<file path="config.mk">
export PLATFORM = sky130hd
export DESIGN_NAME = liteic_slave_node_read_flat
export DESIGN_NICKNAME = d
export VERILOG_FILES = /design/src/rtl/liteic_pkg.sv /design/src/rtl/axi_lite_if.sv /design/src/rtl/liteic_qos_rr_arbiter.sv /design/src/rtl/liteic_slave_node_read.sv /design/src/flat_wrapper.sv
export SDC_FILE = /design/constraint.sdc
export NUM_CORES = 1
export LEC_CHECK = 0
export ABC_CLOCK_PERIOD_IN_PS = 4000
export CORE_UTILIZATION = 40
export CTS_CLUSTER_SIZE = 14
export DETAILED_ROUTE_END_ITERATION = 10
export PLACE_DENSITY = 0.79
export SYNTH_ARGS = -nofsm -noshare
export SYNTH_HDL_FRONTEND = slang
export SYNTH_HIERARCHICAL = 1
export SYNTH_SLANG_ARGS = --single-unit
export TNS_END_PERCENT = 30
</file>
<file path="constraint.sdc">
create_clock -name clk_i -period 4 [get_ports clk_i]
set_input_delay 0.6 -clock clk_i [delete_from_list [all_inputs] [get_ports clk_i]]
set_output_delay 0.6 -clock clk_i [all_outputs]
set_load 0.05 [all_outputs]
</file>
<file path="src/rtl/liteic_pkg.sv">
// liteic_pkg: shared sizing parameters and types for the AXI-Lite interconnect
//   IC_NUM_MASTER_SLOTS - crossbar master lanes
//   IC_ARADDR_WIDTH     - AR address width
//   IC_RDATA_WIDTH      - R payload width, {r_data, r_resp}
package liteic_pkg;

    localparam int IC_NUM_MASTER_SLOTS = 4;
    localparam int IC_ARADDR_WIDTH     = 32;
    localparam int IC_RDATA_WIDTH      = 34;

    typedef logic [3:0] qos_t;

    typedef enum logic [1:0] {IDLE, AR, R} rd_state_t;

endpackage

</file>
<file path="src/rtl/axi_lite_if.sv">
// axi_lite_if: AXI-Lite read channels (AR and R) between an interconnect node and a slave
//   master modport - drives ar_valid/ar_addr/ar_qos/r_ready
//   slave modport  - drives ar_ready/r_valid/r_data/r_resp
interface axi_lite_if #(
    parameter int ADDR_WIDTH = 32,
    parameter int DATA_WIDTH = 32
);

    logic                  ar_valid;
    logic                  ar_ready;
    logic [ADDR_WIDTH-1:0] ar_addr;
    logic [3:0]            ar_qos;
    logic                  r_valid;
    logic                  r_ready;
    logic [DATA_WIDTH-1:0] r_data;
    logic [1:0]            r_resp;

    modport master (
        output ar_valid, ar_addr, ar_qos, r_ready,
        input  ar_ready, r_valid, r_data, r_resp
    );

    modport slave (
        input  ar_valid, ar_addr, ar_qos, r_ready,
        output ar_ready, r_valid, r_data, r_resp
    );

endinterface

</file>
<file path="src/rtl/liteic_qos_rr_arbiter.sv">
// liteic_qos_rr_arbiter: combinational QoS-priority arbiter with round-robin tie-break
//   req - per-lane request        qos - per-lane priority      ptr - round-robin start lane
//   gnt - one-hot winner          idx - binary winner          any - at least one request
module liteic_qos_rr_arbiter
    import liteic_pkg::*;
#(
    parameter  int N  = 4,
    localparam int IW = N > 1 ? $clog2(N) : 1
) (
    input  logic [N-1:0]  req,
    input  qos_t          qos [N],
    input  logic [IW-1:0] ptr,
    output logic [N-1:0]  gnt,
    output logic [IW-1:0] idx,
    output logic          any
);

    qos_t        top_q;
    logic [IW:0] lane;
    logic        found;

    always_comb begin
        top_q = '0;
        for (int i = 0; i < N; i++)
            if (req[i] && qos[i] > top_q) top_q = qos[i];
        // Walk the lanes starting at ptr (wrapping); first lane at the top QoS wins
        idx   = '0;
        found = 1'b0;
        lane  = '0;
        for (int k = 0; k < N; k++) begin
            lane = {1'b0, ptr} + (IW+1)'(k);
            if (lane >= (IW+1)'(N)) lane = lane - (IW+1)'(N);
            if (!found && req[lane[IW-1:0]] && qos[lane[IW-1:0]] == top_q) begin
                found = 1'b1;
                idx   = lane[IW-1:0];
            end
        end
        gnt = found ? (N)'(1) << idx : '0;
        any = |req;
    end

endmodule

</file>
<file path="src/rtl/liteic_slave_node_read.sv">
// liteic_slave_node_read: slave-side read node; arbitrates master AR lanes, runs one read at a time
//   clk_i, rst_i          - clock, asynchronous active-high reset
//   cbar_reqst_*          - per-master AR lanes (valid/ready/address/qos)
//   cbar_resp_*           - per-master R lanes (valid/ready) and shared payload {r_data, r_resp}
//   slv_axil              - AXI-Lite read port toward the slave
module liteic_slave_node_read
    import liteic_pkg::*;
#(
    parameter  int NUM_MASTERS = IC_NUM_MASTER_SLOTS,
    parameter  int ADDR_WIDTH  = IC_ARADDR_WIDTH,
    parameter  int RDATA_WIDTH = IC_RDATA_WIDTH,
    localparam int IW          = NUM_MASTERS > 1 ? $clog2(NUM_MASTERS) : 1
) (
    input  logic                   clk_i,
    input  logic                   rst_i,
    input  logic [NUM_MASTERS-1:0] cbar_reqst_val_i,
    output logic [NUM_MASTERS-1:0] cbar_reqst_rdy_o,
    input  logic [ADDR_WIDTH-1:0]  cbar_reqst_data_i [NUM_MASTERS],
    input  qos_t                   cbar_reqst_arqos_i [NUM_MASTERS],
    output logic [NUM_MASTERS-1:0] cbar_resp_val_o,
    input  logic [NUM_MASTERS-1:0] cbar_resp_rdy_i,
    output logic [RDATA_WIDTH-1:0] cbar_resp_data_o,
    axi_lite_if.master             slv_axil
);

    rd_state_t             state_r, state_d;
    logic [IW-1:0]         grant_r, rr_ptr_r, arb_idx;
    logic [NUM_MASTERS-1:0] arb_gnt;
    logic                  arb_any;
    logic [ADDR_WIDTH-1:0] addr_r, win_addr;
    qos_t                  qos_r, win_qos;

    liteic_qos_rr_arbiter #(.N(NUM_MASTERS)) u_arb (
        .req (cbar_reqst_val_i),
        .qos (cbar_reqst_arqos_i),
        .ptr (rr_ptr_r),
        .gnt (arb_gnt),
        .idx (arb_idx),
        .any (arb_any)
    );

    // AND-OR mux of the winning lane's address and QoS, driven by the one-hot grant
    always_comb begin
        win_addr = '0;
        win_qos  = '0;
        for (int i = 0; i < NUM_MASTERS; i++)
            if (arb_gnt[i]) begin
                win_addr = cbar_reqst_data_i[i];
                win_qos  = cbar_reqst_arqos_i[i];
            end
    end

    always_ff @(posedge clk_i or posedge rst_i) begin
        if (rst_i) begin
            state_r  <= IDLE;
            grant_r  <= '0;
            addr_r   <= '0;
            qos_r    <= '0;
            rr_ptr_r <= '0;
        end else begin
            state_r <= state_d;
            if (state_r == IDLE && arb_any) begin
                grant_r <= arb_idx;
                addr_r  <= win_addr;
                qos_r   <= win_qos;
            end
            if (state_r == AR && slv_axil.ar_ready)
                rr_ptr_r <= grant_r == IW'(NUM_MASTERS-1) ? '0 : grant_r + 1'b1;
        end
    end

    always_comb begin
        state_d           = state_r;
        cbar_reqst_rdy_o  = '0;
        cbar_resp_val_o   = '0;
        slv_axil.ar_valid = 1'b0;
        slv_axil.r_ready  = 1'b0;
        slv_axil.ar_addr  = addr_r;
        slv_axil.ar_qos   = qos_r;
        cbar_resp_data_o  = RDATA_WIDTH'({slv_axil.r_data, slv_axil.r_resp});
        case (state_r)
            IDLE: state_d = arb_any ? AR : IDLE;
            AR: begin
                slv_axil.ar_valid         = 1'b1;
                cbar_reqst_rdy_o[grant_r] = slv_axil.ar_ready;
                state_d                   = slv_axil.ar_ready ? R : AR;
            end
            R: begin
                cbar_resp_val_o[grant_r] = slv_axil.r_valid;
                slv_axil.r_ready         = cbar_resp_rdy_i[grant_r];
                state_d                  = slv_axil.r_valid && cbar_resp_rdy_i[grant_r] ? IDLE : R;
            end
            default: state_d = IDLE;
        endcase
    end

endmodule

</file>
<file path="src/flat_wrapper.sv">
// flat-port wrapper written by rule: the top's interface ports become plain ports
module liteic_slave_node_read_flat import liteic_pkg::*;
#(
    parameter  int NUM_MASTERS = IC_NUM_MASTER_SLOTS,
    parameter  int ADDR_WIDTH  = IC_ARADDR_WIDTH,
    parameter  int RDATA_WIDTH = IC_RDATA_WIDTH,
    localparam int IW          = NUM_MASTERS > 1 ? $clog2(NUM_MASTERS) : 1
)
  (clk_i, rst_i, cbar_reqst_val_i, cbar_reqst_rdy_o, cbar_reqst_data_i, cbar_reqst_arqos_i, cbar_resp_val_o, cbar_resp_rdy_i, cbar_resp_data_o, slv_axil_ar_valid, slv_axil_ar_addr, slv_axil_ar_qos, slv_axil_r_ready, slv_axil_ar_ready, slv_axil_r_valid, slv_axil_r_data, slv_axil_r_resp);
  axi_lite_if #(.ADDR_WIDTH(ADDR_WIDTH), .DATA_WIDTH(32)) slv_axil_i ();
  input  logic clk_i;
  input  logic rst_i;
  input  logic [NUM_MASTERS-1:0] cbar_reqst_val_i;
  output logic [NUM_MASTERS-1:0] cbar_reqst_rdy_o;
  input  logic [ADDR_WIDTH-1:0] cbar_reqst_data_i[NUM_MASTERS];
  input  qos_t cbar_reqst_arqos_i[NUM_MASTERS];
  output logic [NUM_MASTERS-1:0] cbar_resp_val_o;
  input  logic [NUM_MASTERS-1:0] cbar_resp_rdy_i;
  output logic [RDATA_WIDTH-1:0] cbar_resp_data_o;
  output wire logic [$bits(slv_axil_i.ar_valid)-1:0] slv_axil_ar_valid;
  output wire logic [$bits(slv_axil_i.ar_addr)-1:0] slv_axil_ar_addr;
  output wire logic [$bits(slv_axil_i.ar_qos)-1:0] slv_axil_ar_qos;
  output wire logic [$bits(slv_axil_i.r_ready)-1:0] slv_axil_r_ready;
  input wire logic [$bits(slv_axil_i.ar_ready)-1:0] slv_axil_ar_ready;
  input wire logic [$bits(slv_axil_i.r_valid)-1:0] slv_axil_r_valid;
  input wire logic [$bits(slv_axil_i.r_data)-1:0] slv_axil_r_data;
  input wire logic [$bits(slv_axil_i.r_resp)-1:0] slv_axil_r_resp;
  assign slv_axil_ar_valid = slv_axil_i.ar_valid;
  assign slv_axil_ar_addr = slv_axil_i.ar_addr;
  assign slv_axil_ar_qos = slv_axil_i.ar_qos;
  assign slv_axil_r_ready = slv_axil_i.r_ready;
  assign slv_axil_i.ar_ready = slv_axil_ar_ready;
  assign slv_axil_i.r_valid = slv_axil_r_valid;
  assign slv_axil_i.r_data = slv_axil_r_data;
  assign slv_axil_i.r_resp = slv_axil_r_resp;
  liteic_slave_node_read #(.NUM_MASTERS(NUM_MASTERS), .ADDR_WIDTH(ADDR_WIDTH), .RDATA_WIDTH(RDATA_WIDTH)) u_core (.clk_i(clk_i), .rst_i(rst_i), .cbar_reqst_val_i(cbar_reqst_val_i), .cbar_reqst_rdy_o(cbar_reqst_rdy_o), .cbar_reqst_data_i(cbar_reqst_data_i), .cbar_reqst_arqos_i(cbar_reqst_arqos_i), .cbar_resp_val_o(cbar_resp_val_o), .cbar_resp_rdy_i(cbar_resp_rdy_i), .cbar_resp_data_o(cbar_resp_data_o), .slv_axil(slv_axil_i));
endmodule
</file>
# Yosys cells after proc, flatten, opt, wreduce, memory -nomap -nowiden
# Index checks and enable logic that the tools add are counted.
classes:
  n_addsub: 8
  mul: 0
  div: 0
  magnitude_cmp: 18
  n_eq_ne: 7
  n_shift: 1
  n_mux: 58
  bitwise_logic: 6
  reduce_logical: 20
ops:
  columns: ["cell", "count"]
  rows:
  - ["$mux W32", 4]
  - ["$mux W4", 19]
  - ["$bmux W4 S2", 4]
  - ["$mux W2", 11]
  - ["$ge A3 B3 Y1 const B", 7]
  - ["$eq A4 B4 Y1", 4]
  - ["$logic_and A1 B1 Y1", 15]
  - ["$lt A2 B3 Y1 const B", 5]
  - ["$mux W1", 13]
  - ["$gt A4 B4 Y1", 3]
  - ["$not A2 Y3", 4]
  - ["$bmux W1 S2", 5]
  - ["$and A4 B4 Y4", 2]
  - ["$sub A2 B1 Y2 const B", 4]
  - ["$add A2 B2 Y3 const B", 2]
  - ["$pmux W2 S3", 1]
  - ["$eq A2 B2 Y1 const B", 2]
  - ["$gt A4 B1 Y1 const B", 1]
  - ["$reduce_or A4 Y1", 1]
  - ["$shl A1 B2 Y4 const A", 1]
  - ["$add A2 B1 Y3 const B", 1]
  - ["$ge A2 B3 Y1 const B", 1]
  - ["$logic_not A1 Y1", 3]
  - ["$add A2 B1 Y2 const B", 1]
  - ["other kinds (4)", 4]
word_totals:
  ff_bits: 42
  latch_bits: 0
  mem_bits_rw: 0
  romBits: 0
  in_bits: 190
  output_inout_bits: 80
  wordCells: 123
  n_memories: 0

# Depth between registers and ports, before layout
logic_depth:
  ltp_word: 33
  depth_mapped: 30
  ltp_nobuf: 26

# Modules after synthesis
# The synthesis kept the hierarchy.
modules_own_cells:
  columns: ["module", "instances", "cells_each", "area_each_um2", "seq_area_each_um2"]
  rows:
  - ["liteic_slave_node_read", 1, 396, 3424.5, 1051.0]
  - ["liteic_qos_rr_arbiter", 1, 209, 1527.7, 0.0]

# Worst setup path after synthesis
# Ideal clock, no wire load.
synth_path:
  path_type: "input-to-reg"
  startpoint: "in cbar_reqst_val_i[0]"
  endpoint: "reg u_core.addr_r[0] (netlist: u_core/slv_axil.ar_addr[0])"
  setup_time_ps: 81
  t_arrival_ps: 6220
  required_ps: 3919
  setup_slack_ps: -2301
  path_stages: 30
  n_path_buf: 4
  cell_sequence: "buf_6 > nand2_1 > ha_1 > nand4_2 > nand2_4 > a32o_1 > nor2_1 > ha_1 > nand3_2 > o221ai_4 > nand3_2 > nand2_1 > nand2_1 > ha_1 > a21o_1 > a211oi_1 > or2_2 > nor2_1 > or3b_1 > a221o_1 > or2_4 > nand4_1 > or4b_1 > buf_2 > a21oi_1 > buf_6 > buf_4 > a21oi_1 > a221o_1 > a31oi_2"
synth_via:
  word_cells_on_any_way: 49
  cone_classes: "3 x order compare; 4 x eq/ne; 1 x shift; 25 x mux; 16 x reduce/logical"
synth_lines:
  columns: ["item", "line", "source"]
  rows:
  - ["from (decl)", "flat_wrapper.sv:13", "input logic [NUM_MASTERS-1:0] cbar_reqst_val_i;"]
  - ["$logic_and A1 B1 Y1", "liteic_qos_rr_arbiter.sv:25", "if (req[i] && qos[i] > top_q) top_q = qos[i];"]
  - ["$mux W4", "liteic_qos_rr_arbiter.sv:25", null]
  - ["$gt A4 B4 Y1", "liteic_qos_rr_arbiter.sv:25", null]
  - ["$logic_and A1 B1 Y1", "liteic_qos_rr_arbiter.sv:25", null]
  - ["$mux W4", "liteic_qos_rr_arbiter.sv:25", null]
  - ["$gt A4 B4 Y1", "liteic_qos_rr_arbiter.sv:25", null]
  - ["$logic_and A1 B1 Y1", "liteic_qos_rr_arbiter.sv:25", null]
  - ["$mux W4", "liteic_qos_rr_arbiter.sv:25", null]
  - ["(+14 left out)", null, null]
  - ["$logic_not A1 Y1", "liteic_qos_rr_arbiter.sv:33", "if (!found && req[lane[IW-1:0]] && qos[lane[IW-1:0]] == top_q) begin"]
  - ["$logic_and A1 B1 Y1 (2 in series)", "liteic_qos_rr_arbiter.sv:33", null]
  - ["$mux W2 *", "liteic_qos_rr_arbiter.sv:33", null]
  - ["named net u_core.arb_idx[1]", "liteic_slave_node_read.sv:27", "logic [IW-1:0] grant_r, rr_ptr_r, arb_idx;"]
  - ["$shl A1 B2 Y4 *", "liteic_qos_rr_arbiter.sv:38", "gnt = found ? (N)'(1) << idx : '0;"]
  - ["$mux W4 *", "liteic_qos_rr_arbiter.sv:38", null]
  - ["named net u_core.arb_gnt[1]", "liteic_slave_node_read.sv:28", "logic [NUM_MASTERS-1:0] arb_gnt;"]
  - ["$mux W32 * (3 in series)", "liteic_slave_node_read.sv:47", "if (arb_gnt[i]) begin"]
  - ["to (signal assigned)", "liteic_slave_node_read.sv:64", "addr_r <= win_addr;"]
  - ["to (decl)", "liteic_slave_node_read.sv:30", "logic [ADDR_WIDTH-1:0] addr_r, win_addr;"]
# Mark *: on every way through the listed nets, which the timed path passes. The rest lies on a longest branch. The select of a mux whose other input is x is not followed.
# A chain may end at the register's enable or synchronous reset.

# Worst setup path after layout
layout_path:
  startpoint: "in cbar_reqst_arqos_i[13] (netlist name)"
  endpoint: "reg u_core.addr_r[20] (netlist: u_core/slv_axil.ar_addr[20])"
layout_via:
  word_cells_on_any_way: 52
  cone_classes: "4 x order compare; 4 x eq/ne; 1 x shift; 29 x mux; 14 x reduce/logical"
layout_lines:
  columns: ["item", "line", "source"]
  rows:
  - ["from (decl)", "flat_wrapper.sv:16", "input qos_t cbar_reqst_arqos_i[NUM_MASTERS];"]
  - ["$gt A4 B1 Y1", "liteic_qos_rr_arbiter.sv:25", null]
  - ["$logic_and A1 B1 Y1", "liteic_qos_rr_arbiter.sv:25", null]
  - ["$mux W4", "liteic_qos_rr_arbiter.sv:25", null]
  - ["$gt A4 B4 Y1", "liteic_qos_rr_arbiter.sv:25", null]
  - ["$logic_and A1 B1 Y1", "liteic_qos_rr_arbiter.sv:25", null]
  - ["$mux W4", "liteic_qos_rr_arbiter.sv:25", null]
  - ["$gt A4 B4 Y1", "liteic_qos_rr_arbiter.sv:25", null]
  - ["$logic_and A1 B1 Y1", "liteic_qos_rr_arbiter.sv:25", null]
  - ["(+15 left out)", null, null]
  - ["$logic_not A1 Y1", "liteic_qos_rr_arbiter.sv:33", null]
  - ["$logic_and A1 B1 Y1 (2 in series)", "liteic_qos_rr_arbiter.sv:33", null]
  - ["$mux W2 *", "liteic_qos_rr_arbiter.sv:33", null]
  - ["named net u_core.arb_idx[1]", "liteic_slave_node_read.sv:27", null]
  - ["$shl A1 B2 Y4 *", "liteic_qos_rr_arbiter.sv:38", null]
  - ["$mux W4 *", "liteic_qos_rr_arbiter.sv:38", null]
  - ["named net u_core.arb_gnt[1]", "liteic_slave_node_read.sv:28", null]
  - ["$mux W32 * (3 in series)", "liteic_slave_node_read.sv:47", null]
# Marked as above.

==> key figures <==
Run status
  • Status: finished, violations left
  • Failing checks: negative setup slack

STA
  • FMAX: 159.8 MHz
  • Final worst setup slack: -2260 ps
  • Setup tns final: -81470 ps
  • Skew final: ~6.5 ps
  • Hold Vio Cnt, Final: 0
  • Actual transition at the worst max-transition pin: 974.5 ps
  • Final setup fails: 38
  • Period minus WS final: about 6300 ps
  • Slew HR: between 30% and 40%
  • Pins over their slew limit: 0
  • Fin crit share: 156.5%
  • RSZ-0062 raised after global routing: yes

Global routing
  • Total gr overflow: 0
  • Largest net degree at the start of global routing: 65
  • Initial antenna violation count: 0
  • Total track usage: roughly 28%
  • First-pass GRT wire length: about 29000 µm
  • Vias in the first global route: between 5000 and 6000

Clocking
  • CTS Hold Bufs: 0
  • TritonCTS Sinks: 42
  • # H-tree levels: 2
  • Num CTS Buffers: 5
  • Clock slew at reported path FFs: 60 ps
  • CTS tree: yes
  • CTS max path bufs: 2
  • CTS root buf: clkbuf_16
  • Worst-Skew Late Latency: about 290 ps

Placed design
  • DP HPWL: roughly 14000 µm
  • Routability cong.: 0.8894
  • # placed instances: between 900 and 1000
  • Port-buffer cells: ~200

Die
  • Ports: between 200 and 300
  • CORE AREA: about 0.012 mm²
  • Die Ht: around 110 µm
  • Row cnt: 40
  • Initial Utilization: 41.06%
  • Die area: 0.01283 mm²
  • Horizontal die dimension: 113.3 µm

Setup path
  • CP Class: in -> reg
  • CP top delay family: compound AO/OA/AOI/OAI gates
  • Most used cell, CP: ha_4
  • Worst Setup End Kind: flop
  • FF-to-FF setup slack: -70 ps
  • Worst EP arrival: 6470 ps
  • WP buf/inv: 4
  • Crit path largest cell delay: 600 ps
  • CP max FO: 8
  • CP required: ~4200 ps
  • Slowest library cell on the worst path: or4b_4
  • CP Launch Type: input port

Pwr
  • PwrDens: ~560 mW/mm²
  • Total power: approximately 4.7 mW
  • Worst IR Drop VDD: 0.0003104 V
  • Leak Pwr: ~3.3 nW

Route
  • Wirelength per Cell: about 19 µm
  • DRT iter0 DRCs: ~420
  • Routed Antenna Nets: 0
  • Residual DRC: 0
  • Final WL: just under 20000 µm
  • Via-per-instance ratio: about 5.6
  • First drt pass iteration count: 7
  • Vias: between 5000 and 6000

Logic synthesis
  • Post-synthesis register bit count: 42
  • Synthesized area per cell: between 8 and 9 µm²
  • Post-synth EDFFs: 0
  • Seq/Total Area, Yosys: 21.22%
  • YS warnings: 6
  • Post-synth top flop: dfrtp_1
  • Post-synth top area share: between 20% and 30%
  • Synthesized area: around 0.0050 mm²
  • Cells after Synth: 605
  • Synth cell count leaders: nand2_1 (65), nor2_1 (59), a21oi_1 (53), inv_1 (47), buf_4 (43)
  • Syn_nets: a little over 800
  • Largest family of logic cells by synthesized area: compound AO/OA/AOI/OAI gates
  • Count leader, synth: nand2_1
  • Multiplexer share of the synthesized area: roughly 5.2%
  • XOR/XNOR Fraction of Synth Area: around 1.4%
  • Fraction of registers with async set/reset: 100.0%
  • Simple-gate share of the synthesized area: 23.40%
  • Distinct cells, synth: 69
  • Synth Area in Compound Gates: around 30%
  • Leading area contributor after synthesis: dfrtp_1
  • Top post-synthesis cells by area: dfrtp_1 (21%), a31oi_2 (8.6%), a221o_1 (7.5%), buf_4 (6.5%), nand3b_1 (5.5%)
  • Adder-cell share of the synthesized area: around 4%

Cells and area
  • Finished Layout Cells: 1016
  • Final #Nets: 1054
  • Share of layout cells above drive strength 1: between 30% and 40%
  • Layout area overhead: 67.48%
  • Antenna cells: 0

Flow run
  • Max-Cap Viols: 0

Min path
  • HP Class: reg -> reg
[routing by layer]
layer | routed length [µm] | vias up | GRT usage (%)
met5 | 0 | - | 0
met2 | 9855 | 270 | 51.57
met3 | 1326 | 41 | 5.249
li1 | - | 2651 | -
met4 | 520 | 0 | 12.28
met1 | 7610 | 2759 | 32.63
[cell type report]
type	instances	area, µm²
Fill cell	935	3767
Inverter	47	176.4
Tap cell	168	210.2
Timing Repair Buffer	317	3138
Clock inverter	2	10.01
Sequential cell	42	1051
Multi-Input combinational cell	435	3583
Clock buffer	5	125.1
[registers in the layout, summed over array words and instances, names as in the netlist]
register	count
u_core/rr_ptr_r	2
u_core/slv_axil.ar_qos	4
u_core/slv_axil.ar_addr	32
u_core/grant_r	2
u_core/state_r	2
[final timing paths]
| path | startpoint | end | depth (start not counted) |
|---|---|---|---|
| setup / recovery | cbar_reqst_arqos_i[13] | u_core/slv_axil.ar_addr[20]$_DFFE_PP0P_ | 30 |
| hold / removal | u_core/slv_axil.ar_addr[28]$_DFFE_PP0P_ | u_core/slv_axil.ar_addr[28]$_DFFE_PP0P_ | 2 |
| setup reg to reg | u_core/rr_ptr_r[1]$_DFFE_PP0P_ | u_core/slv_axil.ar_addr[20]$_DFFE_PP0P_ | 15 |
| hold reg to reg | u_core/slv_axil.ar_addr[28]$_DFFE_PP0P_ | u_core/slv_axil.ar_addr[28]$_DFFE_PP0P_ | 2 |
| max in group asynchronous | rst_i | u_core/slv_axil.ar_addr[23]$_DFFE_PP0P_ | 2 |
| min in group asynchronous | rst_i | u_core/slv_axil.ar_addr[4]$_DFFE_PP0P_ | 2 |
[worst min-delay path: cells and delay by family, from the launching register on]
kind | cells | cell delay, ps
flip-flops | 1 | 340
AO/OA/AOI/OAI | 1 | 120
AND/OR/NAND/NOR | 1 | 50
[through the flow]
step	instance area, µm²	worst slack [ps]	utilization, %	hold slack, ps
final	8294	-2260	68.77	555.1
after floorplan	5066	-2087	-	456.2
after detailed placement	7503	-3103	62.21	545.8
after global routing	8294	-2486	68.77	579.5
after global placement	7503	-2792	62.21	534.5
after CTS	8090	-2143	67.07	559.2
[power breakdown]
group          total [mW]  switching [mW]  internal, mW
clock network       0.397           0.171         0.226
registers           0.789           0.146         0.643
logic                3.48            1.96          1.52
total                4.67            2.27          2.39
[repair_timing]
action	CTS	global route
pin swaps	63	56
cloned	6	0
resized for setup	69	42
setup endpoints to repair	38	38
setup buffers	19	8
[cells by family (layout without fill, tap and decap cells)]
family          Yosys count  after routing
flops                    42             42
compound gates          173            173
fa+ha+maj                16             16
xor+xnor                  8              8
mux                      23             23
buf+inv                 128            371
simple gates            215            215
[cells in the final DEF (no fill, tap or decap), drive strengths merged, types with 6 or more instances in the layout]
cell / Yosys / routed
clkdlybuf4s50: 0 / 191
buf: 60 / 122
nand2: 66 / 66
nor2: 60 / 60
a21oi: 55 / 55
inv: 47 / 47
dfrtp: 42 / 42
a221o: 37 / 37
a31oi: 37 / 37
nand3b: 36 / 36
ha: 16 / 16
o21ai: 14 / 14
and3: 13 / 13
mux2i: 12 / 12
mux2: 10 / 10
nand3: 8 / 8
and2: 7 / 7
clkbuf: 21 / 6
(Power assumes the default switching activity.)
